--- config.mk ---
export PLATFORM = sky130hd
export DESIGN_NAME = npu_host_driver
export DESIGN_NICKNAME = d
export VERILOG_FILES = /design/src/rtl/npu_host_pkg.sv /design/src/rtl/npu_word_mover.sv /design/src/rtl/npu_host_driver.sv
export SDC_FILE = /design/constraint.sdc
export NUM_CORES = 1
export LEC_CHECK = 0
export BUFFER_PORTS_ARGS = -buffer_cell sky130_fd_sc_hd__clkbuf_2
export CAP_MARGIN = 20
export CORE_ASPECT_RATIO = 1.4
export CORE_MARGIN = 2
export CORE_UTILIZATION = 45
export CTS_CLUSTER_DIAMETER = 100
export CTS_CLUSTER_SIZE = 24
export DETAILED_ROUTE_END_ITERATION = 16
export GPL_TIMING_DRIVEN = 0
export HOLD_SLACK_MARGIN = 0.08
export PLACE_DENSITY = 0.73
export SETUP_SLACK_MARGIN = 0.1
export SLEW_MARGIN = 20
export SYNTH_ARGS = -nofsm -noshare
export SYNTH_HDL_FRONTEND = slang
export SYNTH_SLANG_ARGS = --single-unit
--- constraint.sdc ---
create_clock -name clk -period 11.15 [get_ports clk]
set_clock_uncertainty 0.05 [all_clocks]
set_input_delay 2.23 -clock clk [delete_from_list [all_inputs] [get_ports clk]]
set_output_delay 2.23 -clock clk [all_outputs]
set_load 0.01 [all_outputs]
--- src/rtl/npu_host_pkg.sv ---
// Shared definitions for the NPU host driver: NPU register select codes,
// CTRL register bit layout and the state encodings of both sequencers.
package npu_host_pkg;

    localparam logic [2:0] SEL_IMG    = 3'd1;
    localparam logic [2:0] SEL_WGT    = 3'd2;
    localparam logic [2:0] SEL_CTRL   = 3'd4;
    localparam logic [2:0] SEL_RESULT = 3'd6;
    localparam logic [2:0] SEL_VALID  = 3'd7;

    localparam int CTRL_TRIGGER    = 0;
    localparam int CTRL_NEXT_STATE = 1;
    localparam int CTRL_PE_CLR     = 2;
    localparam int CTRL_IMG_CLR    = 3;
    localparam int CTRL_W_CLR      = 4;
    localparam int CTRL_PACK_CLR   = 5;

    localparam logic [31:0] CTRL_TRIG_MASK = 32'(1) << CTRL_TRIGGER;
    localparam logic [31:0] CTRL_NEXT_MASK = 32'(1) << CTRL_NEXT_STATE;
    localparam logic [31:0] CTRL_CLR_MASK  = (32'(1) << CTRL_PE_CLR)  |
                                             (32'(1) << CTRL_IMG_CLR) |
                                             (32'(1) << CTRL_W_CLR)   |
                                             (32'(1) << CTRL_PACK_CLR);

    typedef enum logic [3:0] {
        ST_IDLE,
        ST_CLR,
        ST_W_LOAD,
        ST_I_LOAD,
        ST_TRIG,
        ST_P_RD,
        ST_P_CHK,
        ST_R_RD,
        ST_R_CAP,
        ST_NEXT,
        ST_DONE
    } state_e;

    typedef enum logic [1:0] {
        MV_IDLE,
        MV_FET,
        MV_CAP,
        MV_WR
    } mv_state_e;

    // NPU address: select code in [14:12], every other bit zero.
    function automatic logic [15:0] npu_addr(input logic [2:0] sel);
        return {1'b0, sel, 12'h000};
    endfunction

endpackage

--- src/rtl/npu_word_mover.sv ---
// Copies N consecutive source words into one NPU select, three cycles per word:
// fetch, capture, write. A go on the final write cycle chains the next burst seamlessly.
import npu_host_pkg::*;

module npu_word_mover #(
    parameter int N = 3
) (
    input  logic        clk,
    input  logic        rst,
    input  logic        go,
    input  logic [15:0] base,
    input  logic [2:0]  sel,
    output logic        src_re,
    output logic [15:0] src_addr,
    input  logic [31:0] src_rdata,
    output logic [15:0] wr_addr,
    output logic [31:0] wr_data,
    output logic        last,
    output mv_state_e   state
);

    localparam int CNT_W = (N > 1) ? $clog2(N) : 1;

    logic [CNT_W-1:0] cnt;
    logic [15:0]      addr;
    logic [2:0]       sel_q;
    logic [31:0]      data_q;
    logic             final_word;

    assign final_word = (cnt == CNT_W'(N - 1));

    always_ff @(posedge clk or posedge rst) begin
        if (rst) begin
            state  <= MV_IDLE;
            cnt    <= '0;
            addr   <= '0;
            sel_q  <= '0;
            data_q <= '0;
        end else begin
            case (state)
                MV_IDLE: begin
                    if (go) begin
                        addr  <= base;
                        sel_q <= sel;
                        cnt   <= '0;
                        state <= MV_FET;
                    end
                end
                MV_FET: state <= MV_CAP;
                MV_CAP: begin
                    data_q <= src_rdata;
                    state  <= MV_WR;
                end
                MV_WR: begin
                    if (final_word) begin
                        if (go) begin
                            addr  <= base;
                            sel_q <= sel;
                            cnt   <= '0;
                            state <= MV_FET;
                        end else begin
                            state <= MV_IDLE;
                        end
                    end else begin
                        cnt   <= cnt + CNT_W'(1);
                        addr  <= addr + 16'd1;
                        state <= MV_FET;
                    end
                end
                default: state <= MV_IDLE;
            endcase
        end
    end

    // Address wraps naturally in 16 bits; buses stay at zero outside their cycle.
    assign src_re   = (state == MV_FET);
    assign src_addr = src_re ? addr : 16'h0000;
    assign wr_addr  = npu_addr(sel_q);
    assign wr_data  = data_q;
    assign last     = (state == MV_WR) && final_word;

endmodule

--- src/rtl/npu_host_driver.sv ---
// Bus-master sequencer for one NPU convolution pass: clear, load weights,
// then per window load image words, trigger, poll valid and collect the result.
import npu_host_pkg::*;

module npu_host_driver #(
    parameter int K_W      = 3,
    parameter int WIN_W    = 8,
    parameter int POLL_MAX = 15
) (
    input  logic             clk,
    input  logic             rst,
    input  logic             start,
    input  logic [WIN_W-1:0] num_win,
    input  logic [15:0]      src_base,
    output logic             busy,
    output logic             done,
    output logic             err,
    output logic             src_re,
    output logic [15:0]      src_addr,
    input  logic [31:0]      src_rdata,
    output logic             res_we,
    output logic [WIN_W-1:0] res_idx,
    output logic [31:0]      res_data,
    output logic             npu_ena,
    output logic             npu_wea,
    output logic [15:0]      npu_addra,
    output logic [31:0]      npu_dina,
    input  logic [31:0]      npu_douta
);

    localparam int PC_W = $clog2(POLL_MAX + 1);

    state_e           state;
    logic [WIN_W-1:0] num_win_q;
    logic [WIN_W-1:0] win;
    logic [15:0]      src_base_q;
    logic [15:0]      img_addr;
    logic [PC_W-1:0]  poll_cnt;
    logic             last_win;

    logic             go_wgt;
    logic             go_img;
    logic             mv_go;
    logic [15:0]      mv_base;
    logic [2:0]       mv_sel;
    logic [15:0]      mv_wr_addr;
    logic [31:0]      mv_wr_data;
    logic             mv_last;
    mv_state_e        mv_state;

    assign last_win = (win == num_win_q - WIN_W'(1));

    // The next burst is requested one cycle early so the mover fetches
    // on the very first cycle of the load state.
    always_comb begin
        go_wgt  = (state == ST_CLR);
        go_img  = ((state == ST_W_LOAD) && mv_last && (num_win_q != '0)) ||
                  ((state == ST_R_CAP) && !last_win);
        mv_go   = go_wgt || go_img;
        mv_base = go_wgt ? src_base_q : img_addr;
        mv_sel  = go_wgt ? SEL_WGT : SEL_IMG;
    end

    npu_word_mover #(
        .N (K_W)
    ) u_mover (
        .clk       (clk),
        .rst       (rst),
        .go        (mv_go),
        .base      (mv_base),
        .sel       (mv_sel),
        .src_re    (src_re),
        .src_addr  (src_addr),
        .src_rdata (src_rdata),
        .wr_addr   (mv_wr_addr),
        .wr_data   (mv_wr_data),
        .last      (mv_last),
        .state     (mv_state)
    );

    // start is a single-cycle request honoured only in IDLE; done pulses for
    // exactly one cycle when the job ends, normally or on poll timeout.
    always_ff @(posedge clk or posedge rst) begin
        if (rst) begin
            state      <= ST_IDLE;
            busy       <= 1'b0;
            done       <= 1'b0;
            err        <= 1'b0;
            res_we     <= 1'b0;
            res_idx    <= '0;
            res_data   <= '0;
            num_win_q  <= '0;
            win        <= '0;
            src_base_q <= '0;
            img_addr   <= '0;
            poll_cnt   <= '0;
        end else begin
            done   <= 1'b0;
            res_we <= 1'b0;
            if (go_img) begin
                img_addr <= img_addr + 16'(K_W);
            end
            case (state)
                ST_IDLE: begin
                    if (start) begin
                        num_win_q  <= num_win;
                        src_base_q <= src_base;
                        img_addr   <= src_base + 16'(K_W);
                        win        <= '0;
                        poll_cnt   <= '0;
                        err        <= 1'b0;
                        busy       <= 1'b1;
                        state      <= ST_CLR;
                    end
                end
                ST_CLR: state <= ST_W_LOAD;
                ST_W_LOAD: begin
                    if (mv_last) begin
                        state <= (num_win_q == '0) ? ST_NEXT : ST_I_LOAD;
                    end
                end
                ST_I_LOAD: begin
                    if (mv_last) begin
                        state <= ST_TRIG;
                    end
                end
                ST_TRIG: begin
                    poll_cnt <= '0;
                    state    <= ST_P_RD;
                end
                ST_P_RD: begin
                    poll_cnt <= poll_cnt + PC_W'(1);
                    state    <= ST_P_CHK;
                end
                ST_P_CHK: begin
                    if (npu_douta[0]) begin
                        state <= ST_R_RD;
                    end else if (poll_cnt == PC_W'(POLL_MAX)) begin
                        err   <= 1'b1;
                        busy  <= 1'b0;
                        done  <= 1'b1;
                        state <= ST_DONE;
                    end else begin
                        state <= ST_P_RD;
                    end
                end
                ST_R_RD: state <= ST_R_CAP;
                ST_R_CAP: begin
                    res_we   <= 1'b1;
                    res_data <= npu_douta;
                    res_idx  <= win;
                    if (last_win) begin
                        state <= ST_NEXT;
                    end else begin
                        win      <= win + WIN_W'(1);
                        poll_cnt <= '0;
                        state    <= ST_I_LOAD;
                    end
                end
                ST_NEXT: begin
                    busy  <= 1'b0;
                    done  <= 1'b1;
                    state <= ST_DONE;
                end
                ST_DONE: state <= ST_IDLE;
                default: state <= ST_IDLE;
            endcase
        end
    end

    always_comb begin
        npu_ena   = 1'b0;
        npu_wea   = 1'b0;
        npu_addra = 16'h0000;
        npu_dina  = 32'h0;
        if (mv_state == MV_WR) begin
            npu_ena   = 1'b1;
            npu_wea   = 1'b1;
            npu_addra = mv_wr_addr;
            npu_dina  = mv_wr_data;
        end
        case (state)
            ST_CLR: begin
                npu_ena   = 1'b1;
                npu_wea   = 1'b1;
                npu_addra = npu_addr(SEL_CTRL);
                npu_dina  = CTRL_CLR_MASK;
            end
            ST_TRIG: begin
                npu_ena   = 1'b1;
                npu_wea   = 1'b1;
                npu_addra = npu_addr(SEL_CTRL);
                npu_dina  = CTRL_TRIG_MASK;
            end
            ST_NEXT: begin
                npu_ena   = 1'b1;
                npu_wea   = 1'b1;
                npu_addra = npu_addr(SEL_CTRL);
                npu_dina  = CTRL_NEXT_MASK;
            end
            ST_P_RD: begin
                npu_ena   = 1'b1;
                npu_addra = npu_addr(SEL_VALID);
            end
            ST_R_RD: begin
                npu_ena   = 1'b1;
                npu_addra = npu_addr(SEL_RESULT);
            end
            default: ;
        endcase
    end

endmodule

==> results.json, run 1 <==
{
  "antenna_cells": 0,
  "cap_violations": 0,
  "avgViaCountPerCell": 5.30,
  "critical_path_class": "reg -> out",
  "drt_wl_total_um": 21300,
  "cts_root_buffer": "clkbuf_16",
  "drv_slew": 0,
  "period_minus_slack_ns": 4.77,
  "rsz0062_at_grt": "false",
  "highest_layer": "met4",
  "crit_top_cell": "clkbuf_1",
  "drive_above_1_share": 0.308,
  "ant_nets": 0,
  "htreeDepth": 4,
  "syn_avg_cell_area_um2": 9.79,
  "wl_per_cell_um": 16.3,
  "wl_met2_um": 11200,
  "clk_pin_slew_worst_paths_ns": 0.06,
  "fillers": 1666,
  "synth_edf_count": 0,
  "hold_class": "reg -> reg",
  "status": "finished clean",
  "tightestPinTransition_ns": 0.878,
  "p_leak_nw": 5.21,
  "drc": 0,
  "layout_common_cells": "clkbuf_2, dfrtp_1, nand2_1, mux2_2, nor2_1",
  "peakVddDrop_mv": 0.0862,
  "placed_cells": 1275,
  "grt_pass1_wl_um": 34200,
  "cpMaxStageDelayCell": "dfrtp_1",
  "period_share": 0.428,
  "m1WireLength_um": 8420,
  "final_common_cell": "clkbuf_2",
  "ys_warn_count": 0,
  "ios": 202,
  "area_growth_syn_to_layout_pct": 22.8,
  "min_to": "src_base_q[4]",
  "dieArea_mm2": 0.0192,
  "gp_congestion": 0.888,
  "cp-end-kind": "output pin",
  "grt_pass1_vias": 6900,
  "wl_met3_um": 984,
  "synth_area_mm2": 0.00816,
  "yosys_register_bits": 154,
  "cts-resized-gates": 0,
  "cp-start-kind": "register",
  "power_density_mw_per_mm2": 113,
  "cts_tree": "yes",
  "tns_ns": 0,
  "postCtsHoldBufs": 0,
  "grt_usage": 0.224,
  "async_flop_share": 1.00,
  "final_cells": 1306,
  "drtPass1Iterations": 5,
  "core_mm2": 0.0179,
  "grt_max_degree": 101,
  "vias": 6922,
  "timing.reg2reg.setup_slack_ns": 8.01,
  "fp-row-count": 58,
  "synth-main-ff-cell": "dfrtp_1",
  "min_from": "src_base_q[4]",
  "relSlewSlack": 0.410,
  "crit_fanout": 10,
  "finish.net_count": 1157,
  "clock-sinks": 154,
  "dieHeight_um": 163,
  "r2r_start": "num_win_q[0]",
  "post-cts-setup-buffers": 0,
  "worstPathRequired_ns": 8.87,
  "clock_path_buffers": 2,
  "grt-ovfl-total": 0,
  "netlist_instances": 834,
  "setup_viol": 0,
  "cts_buffers": 17,
  "max_stage_delay_ns": 0.41,
  "antenna_found_initial": 0,
  "r2r_end": "u_mover.addr[15]",
  "hold_ws_ns": 0.428,
  "io_buffers": 188,
  "cp_cell_sequence": "ha_1, clkbuf_1, nor2b_1, clkbuf_1, nand2_1, o21ai_0, clkbuf_2",
  "dieWidth_um": 118,
  "fin_util": 0.561,
  "r2r_cells": 9,
  "synth_cell_types": 60,
  "dp_hpwl_um": 15900,
  "arrival_ns": 2.49,
  "drt-initial-drc-count": 375,
  "fmaxAchievable_mhz": 210,
  "insertion_delay_ns": 0.43,
  "finalHoldViolCount": 0,
  "yosysSeqAreaShare": 0.472,
  "start_util": 0.457,
  "hold_depth": 2
}
==> report_power, final <==
part           internal, W  total [W]  switching, W
clock network     0.000300   0.000532      0.000232
logic            0.0000181  0.0000414     0.0000233
registers         0.000559   0.000559             0
total             0.000876    0.00113      0.000255
==> per-layer routing <==
| metal | vias to the layer above | GRT usage |
|---|---|---|
| li1 | 3308 | - |
| met1 | 3329 | 0.256 |
| met2 | 238 | 0.401 |
| met3 | 47 | 0.0433 |
| met4 | 0 | 0.107 |
| met5 | - | 0 |
==> cell type report <==
class / count / area (um2) / area share
sequential: 154 / 3850 / 0.384
clock inverter: 11 / 72.6 / 0.00724
tap: 240 / 300 / 0.0300
buffer: 58 / 298 / 0.0297
multi-input combinational: 615 / 3990 / 0.398
timing repair buffer: 189 / 968 / 0.0966
inverter: 19 / 78.8 / 0.00786
clock buffer: 20 / 467 / 0.0466
==> per-stage QoR <==
stage,worst slack [ns],total power (W),area (um2)
finish,6.38,0.00113,10000
global route,6.09,0.00117,10000
detailed placement,6.83,0.000611,9480
floorplan,4.72,0.000587,8210
CTS,6.36,0.00114,10000
global placement,2.87,0.000609,9450
==> synth_stat cells, types with 7 or more instances <==
library cell	count	area [um2]
buf_4	14	105
dfrtp_1	154	3850
a211oi_1	8	60.1
xnor2_1	30	263
a31oi_1	11	68.8
nor3_1	18	90.1
nand4_1	9	56.3
clkbuf_1	30	113
a21oi_1	30	150
inv_1	19	71.3
buf_1	7	26.3
nand2b_1	8	50.1
mux2_2	73	822
nor2_1	48	180
ha_1	12	150
and3_1	17	106
nand3_1	35	175
o21ai_0	30	150
and2_1	45	282
nand2_1	140	526
xor2_1	11	96.3
==> critical path: cells and delay by family (launching register included) <==
| family | cells | cell delay (ns) |
|---|---|---|
| and+or+nand+nor | 2 | 0.42 |
| DFF | 1 | 0.41 |
| AOI/OAI and AO/OA | 1 | 0.08 |
| buffers and inverters | 3 | 0.92 |
| adders and majority gates | 1 | 0.23 |
==> registers in the layout, indices dropped and copies added (netlist names) <==
register         flops
u_mover.wr_data     32
state                4
res_data            32
img_addr            16
u_mover.sel_q        2
poll_cnt             4
done                 1
res_we               1
u_mover.state        2
err                  1
win                  8
res_idx              8
u_mover.cnt          2
src_base_q          16
u_mover.addr        16
busy                 1
num_win_q            8
==> cell families (layout without fill, tap and decap cells) <==
| logic type | count (synthesis) | after routing | synth area share |
|---|---|---|---|
| compound gates | 120 | 120 | 0.104 |
| xor+xnor | 42 | 42 | 0.0460 |
| fa+ha+maj | 12 | 12 | 0.0184 |
| buf+inv | 77 | 297 | 0.0452 |
| flops | 154 | 154 | 0.472 |
| mux | 77 | 77 | 0.106 |
| other cells | 1 | 13 | 0.000459 |
| simple gates | 351 | 351 | 0.208 |
==> worst max path at each step <==
stage,startpoint,end,slack (ns),depth (start not counted)
floorplan,rst,busy,4.72,1
global placement,rst,src_base_q[9],2.87,2
detailed placement,u_mover.state[0],npu_dina[0],6.83,7
CTS,u_mover.state[0],npu_dina[0],6.36,7
global route,u_mover.state[1],npu_dina[0],6.09,7
finish,u_mover.state[0],npu_dina[0],6.38,7
Note: power is estimated with default switching activity, not from simulation.
==> run 2: changes to the inputs <==
--- a/config.mk
+++ b/config.mk
@@ -15,7 +15,7 @@
 export DETAILED_ROUTE_END_ITERATION = 16
 export GPL_TIMING_DRIVEN = 0
 export HOLD_SLACK_MARGIN = 0.08
-export PLACE_DENSITY = 0.73
+export PLACE_DENSITY = 0.76
 export SETUP_SLACK_MARGIN = 0.1
 export SLEW_MARGIN = 20
 export SYNTH_ARGS = -nofsm -noshare
==> constraint.sdc (replaced) <==
create_clock -name clk -period 3.99 [get_ports clk]
set_clock_uncertainty 0.05 [all_clocks]
set_input_delay 0.798 -clock clk [delete_from_list [all_inputs] [get_ports clk]]
set_output_delay 0.798 -clock clk [all_outputs]
set_load 0.01 [all_outputs]
==> results.json, run 2 (same netlist as run 1, synthesis figures left out) <==
{
  "status": "finished clean",
  "dp_slack_ns": 0.951,
  "cts_root_buffer": "clkbuf_16",
  "period_share": 0.873,
  "r2r_start": "num_win_q[0]",
  "p_int_w": 0.00261,
  "r2r_cells": 9,
  "finish.net_count": 1161,
  "final_cells": 1311,
  "dieHeight_um": 163,
  "r2r_end": "u_mover.addr[15]",
  "final_common_cell": "clkbuf_2",
  "antenna_found_initial": 0,
  "comb_power_share": 0.038,
  "grt_max_degree": 33,
  "clkPwrFrac": 0.493,
  "gp_congestion": 0.910,
  "drv_slew": 0,
  "crit_start": "u_mover.state[0]",
  "grt-ovfl-total": 0,
  "clk_pin_slew_worst_paths_ns": 0.07,
  "drt_wl_total_um": 21400,
  "finalWorstSetupSlack_ns": 0.505,
  "htreeDepth": 4,
  "wl_per_cell_um": 16.3,
  "clock-sinks": 154,
  "max_stage_delay_ns": 0.42,
  "fp-row-count": 58,
  "worstPathRequired_ns": 3.14,
  "grt_pass1_wl_um": 34900,
  "ios": 202,
  "insertion_delay_ns": 0.43,
  "fmaxAchievable_mhz": 287,
  "cp-end-kind": "output pin",
  "drt-initial-drc-count": 387,
  "wl_met2_um": 11400,
  "start_util": 0.457,
  "finalInstanceArea_mm2": 0.0102,
  "avgViaCountPerCell": 5.33,
  "power_density_mw_per_mm2": 328,
  "peakVddDrop_mv": 0.242,
  "antenna_cells": 0,
  "cts_tree": "yes",
  "dp_hpwl_um": 16400,
  "cp_cell_sequence": "ha_1, clkbuf_1, nor2b_1, clkbuf_1, nand2_1, o21ai_0, clkbuf_2",
  "grt_usage": 0.227,
  "crit_fanout": 10,
  "dieArea_mm2": 0.0192,
  "post-cts-setup-buffers": 0,
  "ant_nets": 0,
  "cts_buffers": 17,
  "core_mm2": 0.0179,
  "cp-start-kind": "register",
  "hold_class": "in -> async",
  "arrival_ns": 2.64,
  "clock_path_buffers": 2,
  "cts-resized-gates": 0,
  "dieWidth_um": 118,
  "hold_ws_ns": 0.320,
  "fillers": 1639,
  "seqPwrFrac": 0.469,
  "drc": 0,
  "critical_path_class": "reg -> out",
  "period_minus_slack_ns": 3.48,
  "cap_violations": 0,
  "placed_cells": 1279,
  "wl_met3_um": 1010,
  "postCtsHoldBufs": 0,
  "rsz0062_at_grt": "false",
  "io_buffers": 188,
  "m1WireLength_um": 8310,
  "relSlewSlack": 0.434,
  "drive_above_1_share": 0.309,
  "netSwitchingPower_w": 0.000722,
  "timing.reg2reg.setup_slack_ns": 0.93,
  "tns_ns": 0,
  "placed_area_mm2": 0.00956,
  "layout_common_cells": "clkbuf_2, dfrtp_1, nand2_1, mux2_2, nor2_1",
  "setup_viol": 0,
  "endpoint": "npu_addra[13]",
  "switching_share": 0.217,
  "vias": 6986,
  "cpMaxStageDelayCell": "dfrtp_1",
  "area_growth_syn_to_layout_pct": 24.5,
  "tightestPinTransition_ns": 0.842,
  "grt_pass1_vias": 6985,
  "p_leak_nw": 5.27,
  "highest_layer": "met4",
  "drtPass1Iterations": 5,
  "finalHoldViolCount": 0,
  "crit_top_cell": "clkbuf_1"
}
[run 2: metal layers]
| metal | global-route usage | up-vias |
|---|---|---|
| met5 | 0 | - |
| met4 | 0.107 | 0 |
| met3 | 0.0436 | 44 |
| met2 | 0.416 | 232 |
| met1 | 0.253 | 3399 |
| li1 | - | 3311 |
[run 2: worst min-delay path by stage]
stage	from	to	slack, ns	cells past startpoint
floorplan	src_base_q[8]	src_base_q[8]	0.40	2
global placement	src_base_q[3]	src_base_q[3]	0.41	2
detailed placement	src_base_q[2]	src_base_q[2]	0.41	2
CTS	rst	u_mover.wr_data[17]	0.31	2
global route	rst	u_mover.wr_data[17]	0.34	2
finish	rst	u_mover.wr_data[17]	0.32	2
[run 2: final cells by class]
type	count	area (um2)	area share
Inverter	19	75.1	0.00739
Buffer	58	298	0.0293
Clock inverter	9	113	0.0111
Clock buffer	23	488	0.0480
Sequential cell	154	3850	0.379
Multi-Input combinational cell	615	3990	0.392
Tap cell	240	300	0.0296
Timing Repair Buffer	193	1050	0.103
[run 2: per-stage QoR]
step | utilization | total power (W)
floorplan | - | 0.00164
global placement | 0.530 | 0.00170
detailed placement | 0.536 | 0.00172
CTS | 0.569 | 0.00336
global route | 0.569 | 0.00343
finish | 0.569 | 0.00333
[run 2: critical path: cells and delay by family, from the launching register on]
| kind | cells | cell delay (ns) |
|---|---|---|
| AOI/OAI and AO/OA | 1 | 0.09 |
| adders and majority gates | 1 | 0.23 |
| buffers and inverters | 3 | 1.00 |
| DFF | 1 | 0.42 |
| and+or+nand+nor | 2 | 0.47 |
[run 2: power by group through the flow]
stage                     Sequential [W]  Clock, W  Combinational (W)
after floorplan                  0.00159         0          0.0000510
after global placement           0.00159         0           0.000112
after detailed placement         0.00159         0           0.000128
after CTS                        0.00156   0.00167           0.000128
after global routing             0.00156   0.00173           0.000141
final                            0.00156   0.00164           0.000126
